<file path="src/rtl/bpsk_demodulator_pkg.sv">
// Shared types and width helpers for the BPSK demodulator.
// Bit order on the wire is LSB first: bit k of a word is the k-th bit sliced.
package bpsk_demodulator_pkg;

    // Demodulator control states, also exported on the debug port
    typedef enum logic {
        ST_IDLE = 1'b0,
        ST_RUN  = 1'b1
    } state_t;

    // Correlation accumulator width: full product plus one bit per doubling of
    // the integration length, so a full carrier period can never overflow
    function automatic int acc_width(input int sample_width, input int sample_number);
        return 2 * sample_width + $clog2(sample_number);
    endfunction

endpackage

</file>
<file path="src/rtl/bpsk_demodulator_if.sv">
// Sample-in / bit-and-word-out bundle of the BPSK demodulator.
//
// Handshake: en qualifies rx_sample, ref_sine and cnt_in in the same cycle.
// There is no backpressure; every cycle with en=1 presents one sample and the
// demodulator decides internally whether to integrate it. bit_valid and
// data_valid are single-cycle strobes marking bit_out / data_out as new; the
// consumer must take them in that cycle. state is a debug view of the FSM.
interface bpsk_demodulator_if #(
    parameter int SAMPLE_NUMBER = 256,
    parameter int SAMPLE_WIDTH  = 12,
    parameter int DATA_WIDTH    = 12
);
    import bpsk_demodulator_pkg::*;

    localparam int CNT_W = $clog2(SAMPLE_NUMBER);

    logic                    en;
    logic [SAMPLE_WIDTH-1:0] rx_sample;
    logic [SAMPLE_WIDTH-1:0] ref_sine;
    logic [CNT_W-1:0]        cnt_in;
    logic                    bit_out;
    logic                    bit_valid;
    logic [DATA_WIDTH-1:0]   data_out;
    logic                    data_valid;
    logic                    busy;
    state_t                  state;

    modport master (
        output en, rx_sample, ref_sine, cnt_in,
        input  bit_out, bit_valid, data_out, data_valid, busy, state
    );

    modport slave (
        input  en, rx_sample, ref_sine, cnt_in,
        output bit_out, bit_valid, data_out, data_valid, busy, state
    );

endinterface

</file>
<file path="src/rtl/bpsk_demodulator_correlator.sv">
// Coherent correlator: offset removal, signed multiply against the reference
// sine, integrate-and-dump over one carrier period, and sign slicing.
// The slice result is combinational; the top level registers it.
module bpsk_demodulator_correlator
    import bpsk_demodulator_pkg::*;
#(
    parameter int SAMPLE_NUMBER = 256,
    parameter int SAMPLE_WIDTH  = 12
) (
    input  logic                             clk,
    input  logic                             rst,
    input  logic                             accept,
    input  logic                             flush,
    input  logic [SAMPLE_WIDTH-1:0]          rx_sample,
    input  logic [SAMPLE_WIDTH-1:0]          ref_sine,
    input  logic [$clog2(SAMPLE_NUMBER)-1:0] cnt_in,
    output logic                             slice_valid,
    output logic                             slice_bit
);
    localparam int CNT_W  = $clog2(SAMPLE_NUMBER);
    localparam int PROD_W = 2 * SAMPLE_WIDTH;
    localparam int ACC_W  = acc_width(SAMPLE_WIDTH, SAMPLE_NUMBER);

    localparam logic [SAMPLE_WIDTH-1:0] MIDSCALE = {1'b1, {(SAMPLE_WIDTH-1){1'b0}}};
    localparam logic [CNT_W-1:0]        LAST_IDX = CNT_W'(SAMPLE_NUMBER - 1);

    logic signed [SAMPLE_WIDTH-1:0] s;
    logic signed [SAMPLE_WIDTH-1:0] r;
    logic signed [PROD_W-1:0]       prod;
    logic signed [PROD_W-1:0]       prod_d, prod_q;
    logic                           valid_d, valid_q;
    logic                           last_d, last_q;
    logic signed [ACC_W-1:0]        acc_d, acc_q;
    logic signed [ACC_W-1:0]        acc_sum;

    // Stage 1: remove the mid-scale offset and form the signed product
    always_comb begin
        s       = $signed(rx_sample - MIDSCALE);
        r       = $signed(ref_sine - MIDSCALE);
        prod    = PROD_W'(s) * PROD_W'(r);
        valid_d = accept;
        last_d  = accept && (cnt_in == LAST_IDX);
        prod_d  = accept ? prod : '0;
    end

    // Stage 2: integrate, dump on the last sample of the period, slice on sign.
    // After a dump acc is zero, so the next product loads it directly.
    always_comb begin
        acc_sum     = acc_q + ACC_W'(prod_q);
        acc_d       = acc_q;
        slice_valid = 1'b0;
        slice_bit   = 1'b0;
        if (flush) begin
            acc_d = '0;
        end else if (valid_q) begin
            if (last_q) begin
                acc_d       = '0;
                slice_valid = 1'b1;
                slice_bit   = ~acc_sum[ACC_W-1];
            end else begin
                acc_d = acc_sum;
            end
        end
    end

    // Pipeline and accumulator registers; flush also empties stage 1
    always_ff @(posedge clk) begin
        if (rst) begin
            prod_q  <= '0;
            valid_q <= 1'b0;
            last_q  <= 1'b0;
            acc_q   <= '0;
        end else begin
            prod_q  <= prod_d;
            valid_q <= valid_d;
            last_q  <= last_d;
            acc_q   <= acc_d;
        end
    end

endmodule

</file>
<file path="src/rtl/bpsk_demodulator.sv">
// BPSK demodulator top: IDLE/RUN control, bit counter, LSB-first word
// assembly and the registered bit/word outputs around the correlator.
module bpsk_demodulator
    import bpsk_demodulator_pkg::*;
#(
    parameter int SAMPLE_NUMBER = 256,
    parameter int SAMPLE_WIDTH  = 12,
    parameter int DATA_WIDTH    = 12
) (
    input  logic              clk,
    input  logic              rst,
    bpsk_demodulator_if.slave bus
);
    localparam int CNT_W = $clog2(SAMPLE_NUMBER);
    localparam int BC_W  = $clog2(DATA_WIDTH);

    localparam logic [BC_W-1:0] LAST_BIT = BC_W'(DATA_WIDTH - 1);

    state_t                state_d, state_q;
    logic [BC_W-1:0]       bit_cnt_d, bit_cnt_q;
    logic [DATA_WIDTH-1:0] shift_d, shift_q;
    logic                  bit_out_d, bit_out_q;
    logic                  bit_valid_d, bit_valid_q;
    logic [DATA_WIDTH-1:0] data_out_d, data_out_q;
    logic                  data_valid_d, data_valid_q;

    logic accept;
    logic flush;
    logic slice_valid;
    logic slice_bit;

    // Integration only ever starts on a period boundary; leaving RUN flushes
    always_comb begin
        accept = bus.en && ((state_q == ST_RUN) || (bus.cnt_in == '0));
        flush  = (state_q == ST_RUN) && !bus.en;
    end

    bpsk_demodulator_correlator #(
        .SAMPLE_NUMBER (SAMPLE_NUMBER),
        .SAMPLE_WIDTH  (SAMPLE_WIDTH)
    ) u_correlator (
        .clk         (clk),
        .rst         (rst),
        .accept      (accept),
        .flush       (flush),
        .rx_sample   (bus.rx_sample),
        .ref_sine    (bus.ref_sine),
        .cnt_in      (bus.cnt_in[CNT_W-1:0]),
        .slice_valid (slice_valid),
        .slice_bit   (slice_bit)
    );

    // Next-state: FSM transitions, word assembly and output strobes
    always_comb begin
        state_d      = state_q;
        bit_cnt_d    = bit_cnt_q;
        shift_d      = shift_q;
        bit_out_d    = bit_out_q;
        bit_valid_d  = 1'b0;
        data_out_d   = data_out_q;
        data_valid_d = 1'b0;

        case (state_q)
            ST_IDLE: begin
                if (accept) begin
                    state_d = ST_RUN;
                end
            end
            ST_RUN: begin
                if (!bus.en) begin
                    // Abandon the partial word; data_out keeps the last good word
                    state_d   = ST_IDLE;
                    bit_cnt_d = '0;
                    shift_d   = '0;
                end
            end
            default: state_d = ST_IDLE;
        endcase

        // slice_valid is already suppressed by flush, so this never fights the abort
        if (slice_valid) begin
            bit_out_d   = slice_bit;
            bit_valid_d = 1'b1;
            shift_d     = {slice_bit, shift_q[DATA_WIDTH-1:1]};
            if (bit_cnt_q == LAST_BIT) begin
                data_out_d   = shift_d;
                data_valid_d = 1'b1;
                bit_cnt_d    = '0;
            end else begin
                bit_cnt_d = bit_cnt_q + 1'b1;
            end
        end
    end

    // State and output registers
    always_ff @(posedge clk) begin
        if (rst) begin
            state_q      <= ST_IDLE;
            bit_cnt_q    <= '0;
            shift_q      <= '0;
            bit_out_q    <= 1'b0;
            bit_valid_q  <= 1'b0;
            data_out_q   <= '0;
            data_valid_q <= 1'b0;
        end else begin
            state_q      <= state_d;
            bit_cnt_q    <= bit_cnt_d;
            shift_q      <= shift_d;
            bit_out_q    <= bit_out_d;
            bit_valid_q  <= bit_valid_d;
            data_out_q   <= data_out_d;
            data_valid_q <= data_valid_d;
        end
    end

    assign bus.bit_out    = bit_out_q;
    assign bus.bit_valid  = bit_valid_q;
    assign bus.data_out   = data_out_q;
    assign bus.data_valid = data_valid_q;
    assign bus.busy       = (state_q == ST_RUN);
    assign bus.state      = state_q;

endmodule
</file>
<file path="src/flat_wrapper.sv">
// flat-port wrapper written by rule: the top's interface ports become plain ports
module bpsk_demodulator_flat import bpsk_demodulator_pkg::*;
#(
    parameter int SAMPLE_NUMBER = 256,
    parameter int SAMPLE_WIDTH  = 12,
    parameter int DATA_WIDTH    = 12
)
  (clk, rst, bus_en, bus_rx_sample, bus_ref_sine, bus_cnt_in, bus_bit_out, bus_bit_valid, bus_data_out, bus_data_valid, bus_busy, bus_state);
  bpsk_demodulator_if #(.SAMPLE_NUMBER(SAMPLE_NUMBER), .SAMPLE_WIDTH(SAMPLE_WIDTH), .DATA_WIDTH(DATA_WIDTH)) bus_i ();
  input  logic clk;
  input  logic rst;
  input wire logic [$bits(bus_i.en)-1:0] bus_en;
  input wire logic [$bits(bus_i.rx_sample)-1:0] bus_rx_sample;
  input wire logic [$bits(bus_i.ref_sine)-1:0] bus_ref_sine;
  input wire logic [$bits(bus_i.cnt_in)-1:0] bus_cnt_in;
  output wire logic [$bits(bus_i.bit_out)-1:0] bus_bit_out;
  output wire logic [$bits(bus_i.bit_valid)-1:0] bus_bit_valid;
  output wire logic [$bits(bus_i.data_out)-1:0] bus_data_out;
  output wire logic [$bits(bus_i.data_valid)-1:0] bus_data_valid;
  output wire logic [$bits(bus_i.busy)-1:0] bus_busy;
  output wire logic [$bits(bus_i.state)-1:0] bus_state;
  assign bus_i.en = bus_en;
  assign bus_i.rx_sample = bus_rx_sample;
  assign bus_i.ref_sine = bus_ref_sine;
  assign bus_i.cnt_in = bus_cnt_in;
  assign bus_bit_out = bus_i.bit_out;
  assign bus_bit_valid = bus_i.bit_valid;
  assign bus_data_out = bus_i.data_out;
  assign bus_data_valid = bus_i.data_valid;
  assign bus_busy = bus_i.busy;
  assign bus_state = bus_i.state;
  bpsk_demodulator #(.SAMPLE_NUMBER(SAMPLE_NUMBER), .SAMPLE_WIDTH(SAMPLE_WIDTH), .DATA_WIDTH(DATA_WIDTH)) u_core (.clk(clk), .rst(rst), .bus(bus_i));
endmodule
</file>
<file path="config.mk">
export PLATFORM = sky130hd
export DESIGN_NAME = bpsk_demodulator_flat
export DESIGN_NICKNAME = d
export VERILOG_FILES = /design/src/rtl/bpsk_demodulator_pkg.sv /design/src/rtl/bpsk_demodulator_if.sv /design/src/rtl/bpsk_demodulator_correlator.sv /design/src/rtl/bpsk_demodulator.sv /design/src/flat_wrapper.sv
export SDC_FILE = /design/constraint.sdc
export NUM_CORES = 1
export LEC_CHECK = 0
export CORE_MARGIN = 4
export CORE_UTILIZATION = 55
export DETAILED_ROUTE_END_ITERATION = 10
export DONT_BUFFER_PORTS = 1
export GPL_ROUTABILITY_DRIVEN = 0
export PLACE_DENSITY = 0.7
export SYNTH_ARGS = -nofsm -noshare
export SYNTH_HDL_FRONTEND = slang
export SYNTH_SLANG_ARGS = --single-unit
export TNS_END_PERCENT = 100
</file>
<file path="constraint.sdc">
create_clock -name clk -period 7 [get_ports clk]
set_clock_uncertainty 0.1 [all_clocks]
set_input_delay 0.7 -clock clk [delete_from_list [all_inputs] [get_ports clk]]
set_output_delay 0.7 -clock clk [all_outputs]
set_load 0.01 [all_outputs]
</file>
Word level (Yosys, flattened, before mapping)
Cells that the tools add are included.
{ "op_classes": {"add_sub_neg": 4, "mul": 1, "n_mux": 19, "reduce_logical": 12, "bitwise_logic": 4, "eq_ne": 3} }
{ "ops": {"columns": ["op", "n"], "rows": [
  ["12-bit 2-to-1 mux", 3],
  ["32-bit by 24-bit adder with 32-bit output", 1],
  ["32-bit 2-to-1 mux", 1],
  ["12-bit by 12-bit multiplier with 24-bit output", 1],
  ["12-bit subtractor, second input constant", 2],
  ["4-bit 2-to-1 mux", 4],
  ["1-bit 2-to-1 mux", 10],
  ["8-bit == test, second input constant", 1],
  ["8-bit zero test", 1],
  ["2-bit OR reduction", 3],
  ["4-bit by 1-bit adder with 4-bit output, second input constant", 1],
  ["4-bit == test, second input constant", 1],
  ["1-bit NOT", 4],
  ["2-bit AND reduction", 2],
  ["1-bit logical AND", 3],
  ["2-bit by 1-bit != test with 1-bit output, second input constant", 1],
  ["1-bit one-hot mux with 2 select lines", 1],
  ["2-bit nonzero test", 1],
  ["1-bit zero test", 1],
  ["1-bit logical OR", 1]
]} }
{ "totals": {"register_bits": 90, "inputBits": 35, "word_cells": 54, "output_inout_bits": 17} }

Depth between registers and ports, before layout
Gate-level depths: netlist of the first run.
{ "depth": {"depth_word": 6, "depth_mapped": 22, "depth_no_buf": 22} }

Hierarchy
A second synthesis of the first run with hierarchy kept.
{ "unflattened": {"hier_cells": 1139, "hier_area_um2": 9925.8} }
{ "modules_own_cells": {"columns": ["mod", "cells_each", "n_inst", "seq_area_each_um2", "area_per_inst_um2"], "rows": [
  ["bpsk_demodulator_correlator", 1019, 1, 1161.1, 8793.4],
  ["bpsk_demodulator", 120, 1, 620.6, 1132.3]
]} }

Worst setup path after synthesis of the first run
No wires, ideal clock.
{ "synth_path": {"path_kind": "input to register", "from": "in bus_ref_sine[0]", "to": "reg u_core.u_correlator.prod_q[23]", "t_arrival_ns": 5.588, "setup_ns": 0.124, "setup_slack_ns": 1.188, "t_required_ns": 6.776, "path_buffers": 1, "path_stages": 22, "cell_sequence": "clkbuf_1 > nand2_1 > inv_1 > fa_1 > ha_1 > inv_1 > fa_1 > inv_1 > fa_1 > inv_1 > fa_1 > inv_1 > ha_1 > a21o_1 > a21oi_1 > o21ai_0 > and2_1 > a311oi_1 > nor2_1 > o31ai_2 > mux2i_1 > nand3_1"} }
{ "synth_via": {"elab_chain_len": 2} }
{ "synth_rtl": {"columns": ["item", "line_no", "source"], "rows": [
  ["start, declared", "flat_wrapper.sv:14", "input wire logic [$bits(bus_i.ref_sine)-1:0] bus_ref_sine;"],
  ["12-bit subtractor", "bpsk_demodulator_correlator.sv:39", "r = $signed(ref_sine - MIDSCALE);"],
  ["12-bit by 12-bit multiplier with 24-bit output", "bpsk_demodulator_correlator.sv:40", "prod = PROD_W'(s) * PROD_W'(r);"],
  ["end signal, assigned", "bpsk_demodulator_correlator.sv:74", "prod_q <= prod_d;"],
  ["end, declared", "bpsk_demodulator_correlator.sv:30", "logic signed [PROD_W-1:0] prod_d, prod_q;"]
]} }
No other way between the ends.
A chain may end at the register's enable or synchronous reset.

Worst setup path after layout of the first run
{ "layout_path": {"from": "in bus_rx_sample[11]", "to": "reg u_core.u_correlator.prod_q[23]"} }
{ "layout_via": {"elab_chain_len": 2} }
{ "layout_rtl": {"columns": ["item", "line_no", "source"], "rows": [
  ["start, declared", "flat_wrapper.sv:13", "input wire logic [$bits(bus_i.rx_sample)-1:0] bus_rx_sample;"],
  ["12-bit subtractor", "bpsk_demodulator_correlator.sv:38", "s = $signed(rx_sample - MIDSCALE);"],
  ["12-bit by 12-bit multiplier with 24-bit output", "bpsk_demodulator_correlator.sv:40", null]
]} }
No other way between the ends.

==> results of run 1 <==
## power by group
part	internal, mW	switching (mW)
registers	0.507	0.000730
clock network	0.250	0.219
logic	1.11	1.42
total	1.86	1.64
## metal layers
layer,vias to the layer above,track usage (%),part of all wire [%]
li1,3576,-,-
met1,3616,29.0,45
met2,123,36.8,50
met3,20,2.59,3.9
met4,0,3.60,1.1
met5,-,0,0
## area by class of cell
class	count	area share [%]
sequential	89	17.2
timing repair buffer	4	0.290
tap	225	2.71
clock buffer	9	2.17
inverter	203	7.35
multi-input combinational	807	69.6
clock inverter	7	0.676
## kinds of logic (layout without fill, tap and decap cells)
logic type,Yosys count,count (layout),share of synthesized area (%)
buffers and inverters,250,223,9.60
and+or+nand+nor,345,345,16.3
DFF,89,89,17.9
xor gates and xnor gates,47,47,4.21
muxes,3,3,0.302
AOI/OAI and AO/OA,190,190,13.3
adders and majority gates,222,222,38.4
## through the flow
step	total power, mW	cells	util, %	hold WS [ns]
floorplan	2.63	1146	-	0.332
global placement	3.01	1328	57.5	0.340
detailed placement	3.06	1328	57.5	0.341
CTS	3.54	1344	59.1	0.312
global route	4.02	1344	59.1	0.302
finish	3.51	1344	59.1	0.319
## path summary, 6_finish.rpt
kind,cells after the start,start,endpoint,slack [ns]
worst max-delay path,22,bus_rx_sample[11],u_core.u_correlator.prod_q[23]$_SDFF_PP0_,1.15
worst min-delay path,1,rst,u_core.bus.data_out[0]$_SDFFE_PP0P_,0.32
worst max register to register,11,u_core.u_correlator.acc_q[0]$_SDFFE_PP0P_,u_core.u_correlator.acc_q[18]$_SDFFE_PP0P_,3.94
worst min register to register,2,u_core.shift_q[1]$_SDFFE_PP0P_,u_core.bus.data_out[0]$_SDFFE_PP0P_,0.36
## state kept, by name, indices dropped and copies added (netlist names)
| signal | count |
|---|---|
| u_core.bit_cnt_q | 4 |
| u_core.bus.bit_out | 1 |
| u_core.bus.bit_valid | 1 |
| u_core.bus.busy | 1 |
| u_core.bus.data_out | 12 |
| u_core.bus.data_valid | 1 |
| u_core.shift_q | 11 |
| u_core.u_correlator.acc_q | 32 |
| u_core.u_correlator.last_q | 1 |
| u_core.u_correlator.prod_q | 24 |
| u_core.u_correlator.valid_q | 1 |
## worst max-delay path: stages
cell	delay (ns)
clkinv_1	0.18
nand2_1	0.19
inv_1	0.10
fa_1	0.50
ha_1	0.51
inv_1	0.14
fa_1	0.50
inv_1	0.05
fa_1	0.47
inv_1	0.05
fa_1	0.53
inv_1	0.04
ha_1	0.35
a21o_1	0.19
a21oi_1	0.13
o21ai_0	0.13
and2_1	0.19
a311oi_1	0.31
nor2_1	0.13
o31ai_2	0.27
mux2i_1	0.22
nand3_1	0.10
## cell usage in the layout, fill, tap and decap left out, types with 2 or more instances in the layout
cell type,n
or3_1,3
nor3_1,10
nand2_1,136
a211o_1,5
and3_1,10
a211oi_1,7
a22oi_1,12
o2111ai_1,3
o21bai_1,9
a21boi_0,2
a21boi_1,2
inv_1,201
xor2_1,16
nand3b_1,3
clkinv_1,2
a21o_1,18
nor4_1,3
fa_1,139
nand4_1,5
mux2i_1,3
clkbuf_16,9
inv_6,3
dfxtp_1,89
o21ai_2,2
nand3_1,15
a311oi_1,2
nor2_1,69
nor2b_1,27
nand2b_1,6
buf_4,4
o211ai_1,5
o21ai_0,19
ha_1,83
and2_1,48
or2_2,5
o21a_1,7
xnor2_1,30
a22o_1,14
a21oi_1,66
==> results.json, run 1 <==
{
  "n_antenna_cell": 0,
  "pre_cts_ws_ns": 0.807,
  "max_freq_mhz": 171,
  "antenna_found_initial": 0,
  "die_h_um": 143,
  "dp_hpwl_um": 15400,
  "max_slew.worst_pin.slew_ns": 1.07,
  "drcViolationCount": 0,
  "max-cap-violations": 0,
  "fin_ws_ns": 1.15,
  "insertion_delay_ns": 0.34,
  "crit_arrival_ns": 5.97,
  "clkSlewWorstSetupHoldPaths_ns": 0.07,
  "vias": 7335,
  "syn_inst": 1146,
  "yosysWarnings": 0,
  "first_pass_iters": 5,
  "max_slew_margin_pct": 28.2,
  "final_cell_area_sq_um": 10400,
  "yosysTopAreaCell": "fa_1",
  "synth-async-reset-ratio_pct": 0,
  "fill_cells": 1575,
  "netlist_top_cells_count": "inv_1, fa_1, nand2_1",
  "wl_um": 19400,
  "grt_pass1_vias": 7817,
  "synthesis.nets": 1403,
  "final_nets": 1371,
  "routed_via_density": 5.46,
  "grt-ovfl-total": 0,
  "tns_ns": 0,
  "worstPathRequired_ns": 7.12,
  "ctsHtreeMaxLevel": 3,
  "postPlaceCellArea_sq_um": 10100,
  "syn_to_final_growth_pct": 4.15,
  "numCtsBuffers": 9,
  "ys_ff_latch": 89,
  "synthTopCellsByArea": "fa_1, dfxtp_1, ha_1, inv_1, nand2_1",
  "portBuffers": 0,
  "status": "complete, no violations",
  "drtAntennaViolNets": 0,
  "post-route-min-period_ns": 5.85,
  "ctsHoldBuffers": 0,
  "end_kind": "flip-flop",
  "grt_max_degree": 33,
  "io_pins": 52,
  "num_rows": 48,
  "netlist-cell-type-count": 64,
  "synth.most_common_cell": "inv_1",
  "criticalPathCategory": "in -> reg",
  "die_w_um": 143,
  "post-route-period-util_pct": 83.6,
  "slew_viol_final": 0,
  "drive_gt1_share_pct": 3.49,
  "avgRoutedWirePerCell_um": 14.4,
  "synth_edf_count": 0,
  "seq_area_sq_um": 1780,
  "p_per_area_nw_per_um2": 338,
  "cts_resized": 0,
  "cp-start-kind": "input pin",
  "core_area_sq_um": 17500,
  "clk_path_buf_depth": 2,
  "max-vdd-ir-drop_uv": 521,
  "power.leakage_nw": 5.15,
  "synth_top_area_share_pct": 27.9,
  "first_iter_violations": 299,
  "cts_root_buffer": "clkbuf_16",
  "cts_tree": "yes",
  "clock_sinks": 89,
  "dieArea_sq_um": 20300,
  "cp_max_fo": 10,
  "grt_usage_pct": 21.2,
  "rsz0062_at_grt": "false",
  "synth_ff_type": "dfxtp_1",
  "netlist_area_sq_um": 9960,
  "cts_setup_buffers": 0,
  "start_util_pct": 56.8,
  "synth.avg_cell_area_sq_um": 8.69,
  "synth-seq-area-share_pct": 17.9,
  "multi_input_area_sq_um": 7220,
  "finalSetupViolCount": 0,
  "min_path_type": "in -> reg",
  "finalHoldViolCount": 0,
  "grt_pass1_wl_um": 35900
}
(Power assumes the default switching activity.)
==> run 2, diff against run 1 <==
Settings changed: PLACE_DENSITY 0.7 to 0.73.
Clock period 7 ns to 5 ns, I/O delays scaled along.
==> run 2 against run 1 <==
- setup slack worse by 1.0 ns
- combinational power up 99%
- sequential power up 40%
- design area up 6.0%
- die area unchanged
- final cell count up 3.2%
- worst hold slack worse by 0.19 ns
- flip-flop and latch count unchanged
- highest routed layer unchanged
==> results.json, run 2 (synthesized netlist as in run 1, its figures left out) <==
{
  "numCtsBuffers": 9,
  "clk_path_buf_depth": 2,
  "power.leakage_nw": 5.40,
  "first_pass_iters": 5,
  "portBuffers": 0,
  "insertion_delay_ns": 0.35,
  "syn_to_final_growth_pct": 10.4,
  "grt_pass1_vias": 8094,
  "start_util_pct": 56.8,
  "clkSlewWorstSetupHoldPaths_ns": 0.07,
  "post-route-period-util_pct": 97.9,
  "routed_via_density": 5.47,
  "finalSetupViolCount": 0,
  "final_common_cell": "inv_1",
  "final_nets": 1414,
  "fill_cells": 1522,
  "clock_sinks": 89,
  "cts_tree": "yes",
  "grt_max_degree": 33,
  "status": "complete, no violations",
  "largest_register_ffs": 32,
  "regMostFlops": "u_core.u_correlator.acc_q",
  "max-vdd-ir-drop_uv": 771,
  "max_freq_mhz": 204,
  "dieArea_sq_um": 20300,
  "ctsHtreeMaxLevel": 3,
  "avgRoutedWirePerCell_um": 14.7,
  "crit_arrival_ns": 5.01,
  "p_per_area_nw_per_um2": 585,
  "cts_root_buffer": "clkbuf_16",
  "n_antenna_cell": 0,
  "vias": 7589,
  "power_mw": 6.43,
  "dp_hpwl_um": 16200,
  "worstPathRequired_ns": 5.12,
  "die_h_um": 143,
  "grt_pass1_wl_um": 36500,
  "rsz0062_at_grt": "true",
  "cp_max_fo": 7,
  "drive_gt1_share_pct": 11.2,
  "max_slew.worst_pin.slew_ns": 1.14,
  "final_cell_mix": "inv_1, fa_1, nand2_1",
  "grt_usage_pct": 21.8,
  "finalHoldViolCount": 0,
  "cp-start-kind": "input pin",
  "drtAntennaViolNets": 0,
  "core_area_sq_um": 17500,
  "num_rows": 48,
  "ctsHoldBuffers": 0,
  "die_w_um": 143,
  "io_pins": 52,
  "holdWs_ns": 0.124,
  "post-route-min-period_ns": 4.89,
  "max_slew_margin_pct": 23.9,
  "min_path_type": "in -> reg",
  "end_kind": "flip-flop",
  "drcViolationCount": 0,
  "wl_um": 20400,
  "grt-ovfl-total": 0,
  "max-cap-violations": 0,
  "slew_viol_final": 0,
  "first_iter_violations": 366,
  "antenna_found_initial": 0,
  "criticalPathCategory": "in -> reg"
}
run 2: layout make-up:
type	instances	area [sq um]	share of cell area, %
Multi-Input combinational cell	807	7510	68.3
Sequential cell	89	1780	16.2
Inverter	203	767	6.97
Timing Repair Buffer	47	357	3.24
Tap cell	225	282	2.56
Clock buffer	10	229	2.08
Clock inverter	6	73.8	0.671
run 2: critical path, stage by stage:
cell	delay, ns
clkinv_4	0.08
nand2_2	0.10
fa_1	0.56
inv_2	0.06
buf_4	0.15
fa_1	0.49
fa_1	0.44
fa_1	0.55
inv_1	0.06
fa_1	0.53
inv_1	0.04
ha_1	0.36
and2_4	0.17
a311oi_4	0.29
nor2_2	0.07
o31ai_2	0.25
mux2i_1	0.21
nand3_1	0.09
run 2: repair_timing:
| action | 4_1_cts | 5_1_grt |
|---|---|---|
| endpoints found under the setup margin | 0 | 3 |
| endpoints found under the hold margin | 0 | 0 |
| setup buffers | 0 | 2 |
| resized for setup | 0 | 25 |
run 2: routing by layer:
layer | GRT usage, % | vias up | part of all wire, %
li1 | - | 3662 | -
met1 | 28.2 | 3749 | 44
met2 | 39.2 | 144 | 51
met3 | 2.65 | 34 | 3.5
met4 | 5.20 | 0 | 1.8
met5 | 0 | - | 0
run 2: metrics by stage:
stage,area (sq um),cells,utilization (%),worst slack (ns),setup TNS [ns]
finish,11000,1387,62.7,0.107,0
floorplan,10400,1146,-,-0.176,-0.187
global placement,10600,1369,60.4,-0.231,-0.624
CTS,10900,1385,62.1,0.0121,0
global route,11000,1387,62.7,-0.0759,-0.122
detailed placement,10600,1369,60.4,-0.331,-1.07
run 2: worst paths after layout:
path | startpoint | to | slack, ns | depth (start not counted)
setup / recovery | bus_rx_sample[11] | u_core.u_correlator.prod_q[23]$_SDFF_PP0_ | 0.11 | 18
hold / removal | rst | u_core.bit_cnt_q[3]$_SDFFE_PP0P_ | 0.12 | 1
setup reg to reg | u_core.u_correlator.prod_q[0]$_SDFF_PP0_ | u_core.u_correlator.acc_q[18]$_SDFFE_PP0P_ | 1.90 | 11
hold reg to reg | u_core.shift_q[1]$_SDFFE_PP0P_ | u_core.bus.data_out[0]$_SDFFE_PP0P_ | 0.36 | 2
run 2: power breakdown:
| group | total [mW] | switching (mW) | leakage, nW | internal (mW) |
|---|---|---|---|---|
| registers | 0.711 | 0.000942 | 0.716 | 0.710 |
| clock network | 0.682 | 0.288 | 0.141 | 0.393 |
| logic | 5.04 | 2.51 | 4.54 | 2.52 |
| total | 6.43 | 2.80 | 5.40 | 3.63 |
==> run 3, diff against run 2 <==
Settings changed: HOLD_SLACK_MARGIN from default to 0.02, SLEW_MARGIN from default to 15.
==> results of run 3 <==
No change in the layout: final DEF, timing and power equal those of run 2.
